**src/rtl/id_exe_stage.sv**
```systemverilog
// rtl/id_exe_stage.sv - two-entry elastic ID->EXE pipeline stage with ALU operand formation
//
// Ports:
//   clk, rst                      clock, synchronous active-high reset
//   in_valid / in_ready           upstream handshake from ID (in_ready = not FULL)
//   opn, pc, read_value1/2        instruction word, PC, register-file read data
//   mem_write, mem_read,
//   reg_write, reg_addr           memory/writeback controls from ID
//   flush                         discard all buffered entries and the current input
//   exe_ready / out_valid         downstream handshake to EXE
//   opn_out, pc_out,
//   read_value1/2_output          registered pass-through of the MAIN entry
//   op1, op2, mem_write_value     ALU operands and store data of the MAIN entry
//   *_out controls                gated by out_valid
//   issue_count                   instructions delivered to EXE, wrapping
module id_exe_stage #(
  parameter int DATA_W = 16,
  parameter int REG_AW = 4,
  parameter int CNT_W  = 32
) (
  input  logic              clk,
  input  logic              rst,
  input  logic              in_valid,
  output logic              in_ready,
  input  logic [15:0]       opn,
  input  logic [DATA_W-1:0] pc,
  input  logic [DATA_W-1:0] read_value1,
  input  logic [DATA_W-1:0] read_value2,
  input  logic              mem_write,
  input  logic              mem_read,
  input  logic              reg_write,
  input  logic [REG_AW-1:0] reg_addr,
  input  logic              flush,
  input  logic              exe_ready,
  output logic              out_valid,
  output logic [15:0]       opn_out,
  output logic [DATA_W-1:0] pc_out,
  output logic [DATA_W-1:0] read_value1_output,
  output logic [DATA_W-1:0] read_value2_output,
  output logic [DATA_W-1:0] op1,
  output logic [DATA_W-1:0] op2,
  output logic [DATA_W-1:0] mem_write_value,
  output logic              mem_write_out,
  output logic              mem_read_out,
  output logic              reg_write_out,
  output logic [REG_AW-1:0] reg_addr_out,
  output logic [CNT_W-1:0]  issue_count
);

  typedef enum logic [1:0] {EMPTY, ONE, FULL} occ_t;

  typedef struct packed {
    logic [15:0]       opn;
    logic [DATA_W-1:0] pc;
    logic [DATA_W-1:0] rv1;
    logic [DATA_W-1:0] rv2;
    logic [DATA_W-1:0] op1;
    logic [DATA_W-1:0] op2;
    logic              mw;
    logic              mr;
    logic              rw;
    logic [REG_AW-1:0] ra;
  } entry_t;

  occ_t             state_q, state_d;
  entry_t           main_q, skid_q, new_e;
  logic [CNT_W-1:0] cnt_q;
  logic             accept, deliver;

  logic [DATA_W-1:0] sx8, sx5, sx4, shamt;

  assign in_ready  = (state_q != FULL);
  assign out_valid = (state_q != EMPTY);
  assign accept    = in_valid && in_ready;
  assign deliver   = out_valid && exe_ready;

  assign sx8   = {{(DATA_W-8){opn[7]}}, opn[7:0]};
  assign sx5   = {{(DATA_W-5){opn[4]}}, opn[4:0]};
  assign sx4   = {{(DATA_W-4){opn[3]}}, opn[3:0]};
  // A zero shift field stands for a shift by 8.
  assign shamt = (opn[4:2] == 3'b000) ? DATA_W'(8) : DATA_W'(opn[4:2]);

  // Entry built from the current input; operands are resolved here so each
  // buffered entry carries its own op1/op2.
  always_comb begin
    new_e     = '0;
    new_e.opn = opn;
    new_e.pc  = pc;
    new_e.rv1 = read_value1;
    new_e.rv2 = read_value2;
    new_e.mw  = mem_write;
    new_e.mr  = mem_read;
    new_e.rw  = reg_write;
    new_e.ra  = reg_addr;
    case (opn[15:11])
      5'b01001, 5'b10010, 5'b11010: begin
        new_e.op1 = read_value1;
        new_e.op2 = sx8;
      end
      5'b01100: begin
        if (opn[10:8] == 3'b011) begin
          new_e.op1 = read_value1;
          new_e.op2 = sx8;
        end else if (opn[10:8] == 3'b100 && opn[4:0] == 5'b00000) begin
          new_e.op1 = read_value1;
        end
      end
      5'b01000: begin
        new_e.op1 = read_value1;
        new_e.op2 = sx4;
      end
      5'b10011, 5'b11011: begin
        new_e.op1 = read_value1;
        new_e.op2 = sx5;
      end
      5'b11100: begin
        new_e.op1 = read_value1;
        new_e.op2 = read_value2;
      end
      5'b11101: begin
        if (opn[4:0] == 5'b01100 || opn[4:0] == 5'b01101 ||
            opn[4:0] == 5'b01010 || opn[4:0] == 5'b00111) begin
          new_e.op1 = read_value1;
          new_e.op2 = read_value2;
        end else if (opn[7:0] == 8'b0100_0000) begin
          new_e.op1 = pc + DATA_W'(1);
        end
      end
      5'b01101: new_e.op1 = DATA_W'(opn[7:0]);
      5'b11110: begin
        if (opn[7:0] == 8'h00 || opn[4:0] == 5'b00001) new_e.op1 = read_value1;
      end
      5'b00110: begin
        if (opn[1:0] != 2'b01) begin
          new_e.op1 = read_value2;
          new_e.op2 = shamt;
        end
      end
      5'b01111: begin
        if (opn[4:0] == 5'b00000) new_e.op1 = read_value2;
      end
      default: ;
    endcase
  end

  always_ff @(posedge clk) begin
    if (rst) state_q <= EMPTY;
    else     state_q <= state_d;
  end

  always_comb begin
    state_d = state_q;
    if (flush) begin
      state_d = EMPTY;
    end else begin
      case (state_q)
        EMPTY: if (accept) state_d = ONE;
        ONE: begin
          if (accept && !deliver)      state_d = FULL;
          else if (!accept && deliver) state_d = EMPTY;
        end
        FULL:    if (deliver) state_d = ONE;
        default: state_d = EMPTY;
      endcase
    end
  end

  // Entry storage and delivery counter. Flush leaves MAIN untouched so the
  // data outputs hold their last values; only the state goes EMPTY.
  always_ff @(posedge clk) begin
    if (rst) begin
      main_q <= '0;
      skid_q <= '0;
      cnt_q  <= '0;
    end else begin
      if (deliver) cnt_q <= cnt_q + CNT_W'(1);
      if (!flush) begin
        case (state_q)
          EMPTY: if (accept) main_q <= new_e;
          ONE: begin
            if (accept && deliver) main_q <= new_e;
            else if (accept)       skid_q <= new_e;
          end
          FULL:    if (deliver) main_q <= skid_q;
          default: ;
        endcase
      end
    end
  end

  assign opn_out            = main_q.opn;
  assign pc_out             = main_q.pc;
  assign read_value1_output = main_q.rv1;
  assign read_value2_output = main_q.rv2;
  assign op1                = main_q.op1;
  assign op2                = main_q.op2;
  assign mem_write_value    = main_q.rv2;
  assign reg_addr_out       = main_q.ra;
  assign mem_write_out      = out_valid && main_q.mw;
  assign mem_read_out       = out_valid && main_q.mr;
  assign reg_write_out      = out_valid && main_q.rw;
  assign issue_count        = cnt_q;

endmodule
```
**config.mk**
```make
export PLATFORM = sky130hd
export DESIGN_NAME = id_exe_stage
export DESIGN_NICKNAME = d
export VERILOG_FILES = /design/src/rtl/id_exe_stage.sv
export SDC_FILE = /design/constraint.sdc
export NUM_CORES = 1
export LEC_CHECK = 0
export ABC_AREA = 1
export CORE_MARGIN = 2
export CORE_UTILIZATION = 40
export CTS_BUF_LIST = sky130_fd_sc_hd__clkbuf_8
export CTS_CLUSTER_SIZE = 16
export DETAILED_ROUTE_END_ITERATION = 8
export GPL_TIMING_DRIVEN = 0
export PLACE_DENSITY = 0.67
export SYNTH_ARGS = -nofsm -noshare
export SYNTH_HDL_FRONTEND = slang
export SYNTH_SLANG_ARGS = --single-unit
```
**constraint.sdc**
```tcl
create_clock -name clk -period 2.1 [get_ports clk]
set_input_delay 0.42 -clock clk [delete_from_list [all_inputs] [get_ports clk]]
set_output_delay 0.42 -clock clk [all_outputs]
set_load 0.02 [all_outputs]
```
==> results of run 1 <==
-- layer usage --
| metal | share of wire (%) | global-route usage [%] |
|---|---|---|
| met4 | 3.8 | 11.0 |
| met2 | 44 | 42.7 |
| met3 | 8.8 | 5.30 |
| met5 | 0 | 0 |
| met1 | 44 | 38.9 |
-- logic make-up after synthesis --
logic type	count (synthesis)	synth area share [%]
flip-flops	240	40.1
adder cells (fa/ha/maj)	4	0.418
buffers and inverters	316	14.2
AO/OA/AOI/OAI	426	19.2
XOR/XNOR	17	1.24
AND/OR/NAND/NOR	716	24.8
-- cell usage after synthesis (2+ instances only) --
cell type / number / area (um^2)
buf_2: 26 / 130
buf_1: 3 / 11.3
o21ai_0: 202 / 1010
nor3b_1: 2 / 15.0
nor2_2: 8 / 50.1
nor2_1: 230 / 863
buf_4: 127 / 953
nand2_2: 4 / 25.0
dfxtp_1: 240 / 4800
a31oi_1: 81 / 507
a211oi_1: 2 / 15.0
a21oi_1: 111 / 556
nor3_1: 15 / 75.1
inv_2: 4 / 15.0
inv_1: 98 / 368
o21bai_1: 2 / 15.0
nor3_2: 2 / 20.0
clkbuf_1: 56 / 210
o21ai_1: 7 / 35.0
nand4_1: 12 / 75.1
xnor2_1: 3 / 26.3
nand3_2: 3 / 30.0
nor4_1: 4 / 25.0
o211ai_1: 15 / 113
nand2_1: 349 / 1310
ha_1: 4 / 50.1
o22ai_1: 3 / 18.8
nand3b_1: 4 / 30.0
nand3_1: 77 / 385
xor2_1: 14 / 123
-- sequential cells by signal, summed over array words and instances (netlist names) --
name                cells
opn_out                16
read_value1_output     16
main_q                  3
reg_addr_out            4
skid_q                103
state_q                 2
op2                    16
pc_out                 16
op1                    16
mem_write_value        16
issue_count            32
-- critical path: cells and delay by family, from the launching register on --
kind	cells	cell delay, ns
buffers and inverters	7	0.79
adders and majority gates	1	0.17
and+or+nand+nor	3	0.41
AOI/OAI and AO/OA	3	0.24
DFF	1	0.36
-- stage by stage --
stage	setup WS [ns]	util, %	total power [mW]	instance area (um^2)
3_3_place_gp	-0.842	49.8	6.77	14700
4_1_cts	-0.102	54.8	10.8	16200
3_5_place_dp	-0.867	49.8	6.79	14700
6_report	-0.0172	58.7	11.0	17300
2_1_floorplan	0.0478	-	5.96	12000
5_1_grt	-0.120	58.7	11.4	17300
-- power breakdown --
part	internal, mW	switching (mW)	leakage (nW)
clock	2.01	1.95	0.457
sequential	4.75	0.128	1.96
combinational	1.03	1.13	5.08
-- layout make-up --
cell class                      instances  share of cell area [%]
Inverter                              103                    2.36
Timing Repair Buffer                  276                    18.2
Sequential cell                       240                    27.8
Clock inverter                         26                   0.649
Antenna cell                            2                  0.0289
Multi-Input combinational cell       1163                    34.7
Tap cell                              390                    2.81
Clock buffer                           46                    3.65
Buffer                                212                    9.76
-- timing repair --
item / 4_1_cts / 5_1_grt
gates cloned: 7 / 18
endpoints found under the hold margin: 0 / 0
pin swaps: 16 / 41
endpoints found under the setup margin: 220 / 234
buffers inserted: 18 / 13
resized for setup: 141 / 265
-- final timing paths --
kind                end  slack [ns]  cells past startpoint
max             op2[12]       -0.02                     14
min           pc_out[8]        0.31                      3
max reg2reg     op2[12]       -0.02                     14
min reg2reg  skid_q[69]        0.46                      2
==> metrics.yaml, run 1 <==
reg2reg_from: "state_q[1]"
skew_ns: 0.0131
fin_crit_ns: 2.12
end_kind: "flop"
p_per_area_nw_per_um2: 635
antenna_left: 0
fin_ws_ns: -0.0172
hp-class: "in -> reg"
layout_common_cells: "338 x nand2_1, 236 x dfxtp_1, 217 x nor2_1"
multiInputGateArea_um2: 6030
grt_pass1_vias: 11759
htree_levels: 2
yosys_warnings: 0
avgSynthCellArea_um2: 6.97
seq_area_frac_synth_pct: 40.1
die-width_um: 177
fillers: 2789
grt_pass1_wl_um: 67700
route.detailed.drc: 0
io_pins: 229
place_hpwl_um: 33200
async_flop_share_pct: 0
synth_nets: 1799
start_util_pct: 40.5
rows: 63
path_cells: "inv_4 > nor2_4 > buf_6 > nor2_4 > ha_4 > a21oi_4 > nor3_4 > buf_12 > buf_12 > inv_8 > buf_12 > buf_8 > a21oi_2 > a21oi_2"
setup_viol: 3
via_per_inst: 5.27
netlist_instances: 1719
fp.dieH_um: 177
setup_tns_ns: -0.0245
synth_seq_cells: 240
max-vdd-ir-drop_mv: 0.536
clock-root-buffer: "clkbuf_8"
tightestPinTransition_ns: 0.741
critical_path_required_ns: 2.53
clk_pin_slew_ns: 0.06
synth_cell_types: 41
grt_overflow_total: 0
worstSetupPathType: "reg -> reg"
crit_fanout: 7
layout.cells.non_filler: 2458
dp.cells: 2335
post-route-period-util_pct: 101
cts_buffer_depth: 3
slowest_stage: "dfxtp_4"
portBuffers: 226
numCtsBuffers: 42
insertion_delay_ns: 0.55
slew_viol_final: 0
slew_headroom_pct: 50.6
cts_tree: "done"
critPathLaunchType: "flop"
cpPeakStageDelay_ns: 0.36
gp_congestion: 0.990
holdWs_ns: 0.306
first_pass_iters: 8
num_vias: 12944
regArea_um2: 4810
area_delta_synth_final_pct: 44.8
die_area_um2: 31300
startpoint: "state_q[1]"
max_cap_viol_count: 0
cp.arrival_ns: 2.54
timing.fmax_mhz: 472
path_common_cell: "buf_12"
power.leakage_nw: 7.50
drt-total-wl_um: 46500
hold_viol_final: 0
status: "finished, violations left"
mostFrequentLayoutCell: "nand2_1"
clock_sinks: 240
cts-hold-fix-buffers: 0
track_usage_pct: 28.0
netlist_area_um2: 12000
drive_above_1_share_pct: 21.2
drt_iter0_drc: 1249
coreArea_um2: 29600
violations: "negative setup slack"
grt_antenna_before_repair: 2
synth-edff-count: 0
hold_start: "pc[8]"
wl_per_cell_um: 18.9
ys.flop_type: "dfxtp_1"
final_nets: 2118
rsz0062_at_grt: "yes"
grt_max_degree: 12
No activity file was read; power rests on OpenSTA's default activity.
==> run 2, diff against run 1 <==
--- a/config.mk
+++ b/config.mk
@@ -12,7 +12,7 @@
 export CTS_CLUSTER_SIZE = 16
 export DETAILED_ROUTE_END_ITERATION = 8
 export GPL_TIMING_DRIVEN = 0
-export PLACE_DENSITY = 0.67
+export HOLD_SLACK_MARGIN = 0.15
 export SYNTH_ARGS = -nofsm -noshare
 export SYNTH_HDL_FRONTEND = slang
 export SYNTH_SLANG_ARGS = --single-unit
==> constraint.sdc (replaced) <==
create_clock -name clk -period 2.3 [get_ports clk]
set_input_delay 0.46 -clock clk [delete_from_list [all_inputs] [get_ports clk]]
set_output_delay 0.46 -clock clk [all_outputs]
set_load 0.02 [all_outputs]
==> run 2 against run 1 <==
Net effect:
- the flow now finishes without violations
- combinational power decreased by 20%
- largest cell class unchanged
- wire length is 6.0% lower
- register-to-register slack improved by 0.12 ns
- highest routed layer unchanged
- via count is 3.9% lower
- clock-buffer cell count increased by 5
- global-route usage fell by 0.84 points
- sequential power fell by 8.8%
==> metrics.yaml, run 2 (synthesis results as in run 1) <==
grtUsageMet3_pct: 4.81  # -0.49 points
area_delta_synth_final_pct: 32.7
track_usage_pct: 27.2  # -0.84 points
clk_pin_slew_ns: 0.06  # about the same
end_kind: "primary output"
cpPeakStageDelay_ns: 0.60  # +0.24 ns
path_cells: "nor2_4 > buf_12 > nor2_1 > clkdlybuf4s50_1"
layout.cells.non_filler: 2416  # -1.7%
wl_per_cell_um: 18.1  # -4.4%
mostFrequentLayoutCell: "nand2_1"
coreArea_um2: 29600  # unchanged
hp-class: "in -> reg"
cts-hold-fix-buffers: 0  # unchanged
clock-root-buffer: "clkbuf_8"
ff2ff_path_depth: 12  # -2
via_per_inst: 5.15  # -2.3%
met2_usage_pct: 42.1  # -0.66 points
setup_viol: 0  # -3
place_hpwl_um: 33100  # -0.40%
grt_pass1_vias: 11425  # -2.8%
multiInputGateArea_um2: 5510  # -8.5%
io_pins: 229  # unchanged
drt_iter0_drc: 1028  # -18%
critPathLaunchType: "flop"
skew_ns: 0.0162  # +0.00309 ns
fp.dieH_um: 177  # unchanged
reg2reg_to: "opn_out[3]"
crit_fanout: 4  # -3
drive_above_1_share_pct: 13.6  # -7.6 points
cp.arrival_ns: 1.77  # -0.77 ns
htree_levels: 2  # unchanged
tightestPinTransition_ns: 0.839  # +0.0977 ns
slew_viol_final: 0  # unchanged
start_util_pct: 40.5  # unchanged
regArea_um2: 4810  # -0.10%
top_register: "skid_q"
dp.cells: 2335  # unchanged
worstSetupPathType: "reg -> out"
antenna_left: 0  # unchanged
critical_path_required_ns: 1.84  # -0.69 ns
fin_util_pct: 53.8  # -4.9 points
rows: 63  # unchanged
max-vdd-ir-drop_mv: 0.380  # -29%
fin_crit_ns: 2.23
holdPathStages: 3  # unchanged
post-route-period-util_pct: 96.8
die-width_um: 177  # unchanged
first_pass_iters: 6  # -2
min_to: "opn_out[14]"
grt_max_degree: 12  # unchanged
top_usage_layer: "met2"
globalRouteMet1Util_pct: 38.5  # -0.35 points
fillers: 3003  # +7.7%
largest_reg_flops: 103  # unchanged
layout_common_cells: "349 x nand2_1, 238 x dfxtp_1, 229 x nor2_1"
power.leakage_nw: 6.72  # -10%
slew_headroom_pct: 44.1  # -6.5 points
timing.fmax_mhz: 449
die_area_um2: 31300  # unchanged
hold_start: "opn[14]"
r2r_slack_ns: 0.10  # +0.12 ns
insertion_delay_ns: 0.55  # about the same
clock_sinks: 240  # unchanged
p_per_area_nw_per_um2: 639  # +0.73%
cts_buffer_depth: 3  # unchanged
max_cap_viol_count: 0  # unchanged
cts_tree: "done"
slowest_stage: "clkdlybuf4s50_1"
grt_overflow_total: 0  # unchanged
gp_congestion: 0.980  # -0.98%
final_nets: 2077  # -1.9%
portBuffers: 226  # unchanged
drt-total-wl_um: 43700  # -6.0%
numCtsBuffers: 42  # unchanged
grt_antenna_before_repair: 2  # unchanged
grt_pass1_wl_um: 65700  # -3.0%
num_vias: 12436  # -3.9%
status: "completed"
reg2reg_from: "state_q[0]"
hold_viol_final: 0  # unchanged
route.detailed.drc: 0  # unchanged
==> run 2: metal layers <==
metal | vias to the layer above | routed length [um]
met3 | 76 | 3500
met4 | 0 | 1010
met1 | 5752 | 20300
met2 | 465 | 18900
met5 | - | 0
li1 | 6143 | -
==> run 2: area by class of cell <==
class	instances	share of cell area, %
diodes	1	0.0157
plain buffers	210	9.02
clock buffers	51	4.42
clock inverters	21	0.866
inverters	103	2.47
multi-input cells	1163	34.7
flip-flops and latches	240	30.3
well taps	390	3.07
repair buffers	237	15.2
==> run 2: worst max path at each step <==
stage / startpoint / end / slack [ns] / cells past startpoint
floorplan: state_q[0] / op2[12] / 0.25 / 13
global placement: exe_ready / skid_q[11] / -0.69 / 11
detailed placement: exe_ready / skid_q[19] / -0.71 / 11
CTS: state_q[1] / skid_q[18] / -0.005 / 12
global route: state_q[0] / skid_q[95] / -0.003 / 12
finish: state_q[0] / reg_write_out / 0.07 / 4
==> run 2: through the flow <==
step	setup TNS, ns	setup WS [ns]	area [um^2]	hold slack (ns)	power (mW)
2_1_floorplan	0	0.248	12000	0.445	5.44
3_3_place_gp	-120.29	-0.689	14700	0.457	6.19
3_5_place_dp	-122.46	-0.710	14700	0.459	6.20
4_1_cts	-0.0113	-0.00545	15700	0.336	10.2
5_1_grt	-0.00262	-0.00262	15900	0.352	10.5
6_report	0	0.0743	15900	0.330	10.2
==> run 2: where the power goes <==
group | internal [mW] | switching [mW]
sequential | 4.34 | 0.108
clock | 2.21 | 1.77
combinational | 0.792 | 0.932
total | 7.35 | 2.81
==> run 2: critical path: cells and delay by family, from the launching register on <==
kind / cells / cell delay, ns
flip-flops: 1 / 0.38
buffers and inverters: 2 / 0.72
AND/OR/NAND/NOR: 2 / 0.13
==> run 2: what timing repair did <==
action	in CTS	in global routing
setup endpoints to repair	207	213
buffers inserted	7	3
cloned	0	1
pin swaps	2	2
hold endpoints to repair	0	0
gates resized for setup	21	70
==> run 3, diff against run 2 <==
==> constraint.sdc (replaced) <==
create_clock -name clk -period 2.3 [get_ports clk]
set_input_delay 0.23 -clock clk [delete_from_list [all_inputs] [get_ports clk]]
set_output_delay 0.23 -clock clk [all_outputs]
set_load 0.02 [all_outputs]
==> run 3 against run 2 <==
Net effect:
- first-iteration DRC count increased by 6.9%
- sequential power about the same
- clock-buffer cell count unchanged
- worst setup slack improved by 0.061 ns
- critical path type unchanged
- critical endpoint is now in_ready
- largest power group unchanged
==> metrics.yaml, run 3 (synthesis results as in run 1) <==
num_vias: 12512  # +0.61%
fin_crit_ns: 2.16  # -0.0607 ns
fin_ws_ns: 0.135  # +0.0607 ns
die_area_um2: 31300  # unchanged
end_kind: "primary output"
total_power_mw: 10.1  # -0.11%
first_pass_iters: 5  # -1
max_cap_viol_count: 0  # unchanged
ff2ff_path_depth: 12  # unchanged
slew_headroom_pct: 46.0  # +2.0 points
status: "completed"
reg2reg_to: "skid_q[84]"
setup_tns_ns: 0  # unchanged
hold_start: "rst"
area_delta_synth_final_pct: 31.8
coreArea_um2: 29600  # unchanged
drt-total-wl_um: 43700  # -0.20%
timing.fmax_mhz: 462  # +2.8%
reg2reg_from: "state_q[0]"
post-route-period-util_pct: 94.1  # -2.6 points
fin_util_pct: 53.4  # -0.35 points
grt_max_degree: 12  # unchanged
critical_path_required_ns: 2.07  # +0.23 ns
numCtsBuffers: 42  # unchanged
critPathLaunchType: "flop"
hp-class: "in -> reg"
portBuffers: 226  # unchanged
mostFrequentLayoutCell: "nand2_1"
crit_fanout: 10  # +6
final_nets: 2078  # +0.048%
holdPathStages: 2  # -1
path_cells: "inv_1 > nor2_4 > buf_12 > clkinvlp_4 > clkbuf_2 > dlygate4sd2_1"
min_to: "issue_count[31]"
grt_pass1_wl_um: 65700  # about the same
setup_viol: 0  # unchanged
drive_above_1_share_pct: 13.0  # -0.55 points
grt_antenna_before_repair: 2  # unchanged
slowest_stage: "dfxtp_2"
grt_overflow_total: 0  # unchanged
drt_iter0_drc: 1099  # +6.9%
clock_sinks: 240  # unchanged
path_delay_family: "buffers and inverters"
worstSetupPathType: "reg -> out"
r2r_slack_ns: 0.14  # +0.04 ns
max-vdd-ir-drop_mv: 0.381  # +0.20%
layout_common_cells: "349 x nand2_1, 238 x dfxtp_1, 230 x nor2_1"
tightestPinTransition_ns: 0.809  # -0.0293 ns
cpPeakStageDelay_ns: 0.36  # -0.24 ns
clock-root-buffer: "clkbuf_8"
io_pins: 229  # unchanged
die-width_um: 177  # unchanged
track_usage_pct: 27.1  # -0.032 points
crit_buf_inv: 5  # +3
antenna_left: 0  # unchanged
route.detailed.drc: 0  # unchanged
gp_congestion: 0.980  # unchanged
insertion_delay_ns: 0.55  # about the same
dp.cells: 2335  # unchanged
cts_tree: "done"
clk_pin_slew_ns: 0.06  # about the same
rows: 63  # unchanged
top_register: "skid_q"
htree_levels: 2  # unchanged
via_per_inst: 5.18  # +0.57%
fp.dieH_um: 177  # unchanged
slew_viol_final: 0  # unchanged
start_util_pct: 40.5  # unchanged
power.leakage_nw: 6.62  # -1.6%
hold_viol_final: 0  # unchanged
cp.arrival_ns: 1.93  # +0.16 ns
cts_buffer_depth: 3  # unchanged
grt_pass1_vias: 11439  # +0.12%
place_ws_ns: -0.482  # +0.228 ns
largest_reg_flops: 103  # unchanged
p_per_area_nw_per_um2: 643  # +0.55%
layout.cells.non_filler: 2417  # +0.041%
place_hpwl_um: 33100  # unchanged
skew_ns: 0.0177  # +0.00149 ns
wl_per_cell_um: 18.1  # -0.24%
-- run 3: layout make-up --
class	instances	area, um^2
multi-input combinational	1163	5490
buffer	211	1380
fill	3016	13800
tap	390	488
sequential	240	4810
clock inverter	21	138
inverter	103	393
antenna	1	2.50
clock buffer	51	702
timing repair buffer	237	2390
-- run 3: metal layers --
metal,routed length [um],up-vias,GRT usage (%)
li1,-,6148,-
met1,19900,5757,38.4
met2,18900,531,42.1
met3,3850,76,4.85
met4,1070,0,7.78
met5,0,-,0
-- run 3: report_power, final --
group | internal (mW) | leakage, nW | switching (mW) | total (mW)
registers | 4.34 | 1.96 | 0.107 | 4.45
clock network | 2.21 | 0.488 | 1.78 | 3.99
logic | 0.779 | 4.17 | 0.926 | 1.71
-- run 3: worst max-delay path by stage --
stage,slack (ns),endpoint,cells after the start,start
floorplan,0.25,op2[12],13,state_q[0]
finish,0.14,in_ready,6,state_q[1]
CTS,-0.005,skid_q[18],12,state_q[1]
global route,-0.0002,skid_q[83],12,state_q[0]
detailed placement,-0.48,skid_q[19],12,state_q[0]
global placement,-0.46,skid_q[11],11,exe_ready
-- run 3: metrics by stage --
step / hold slack, ns / instance area (um^2)
6_report: 0.277 / 15800
5_1_grt: 0.302 / 15800
4_1_cts: 0.249 / 15700
3_5_place_dp: 0.459 / 14700
3_3_place_gp: 0.457 / 14700
2_1_floorplan: 0.358 / 12000
-- run 3: repair_timing --
item / 4_1_cts / 5_1_grt
pin swaps: 2 / 2
hold buffers: 1 / 0
endpoints found under the setup margin: 207 / 211
gates resized for setup: 22 / 24
hold endpoints to repair: 1 / 0
setup buffers: 6 / 3
cloned: 0 / 1
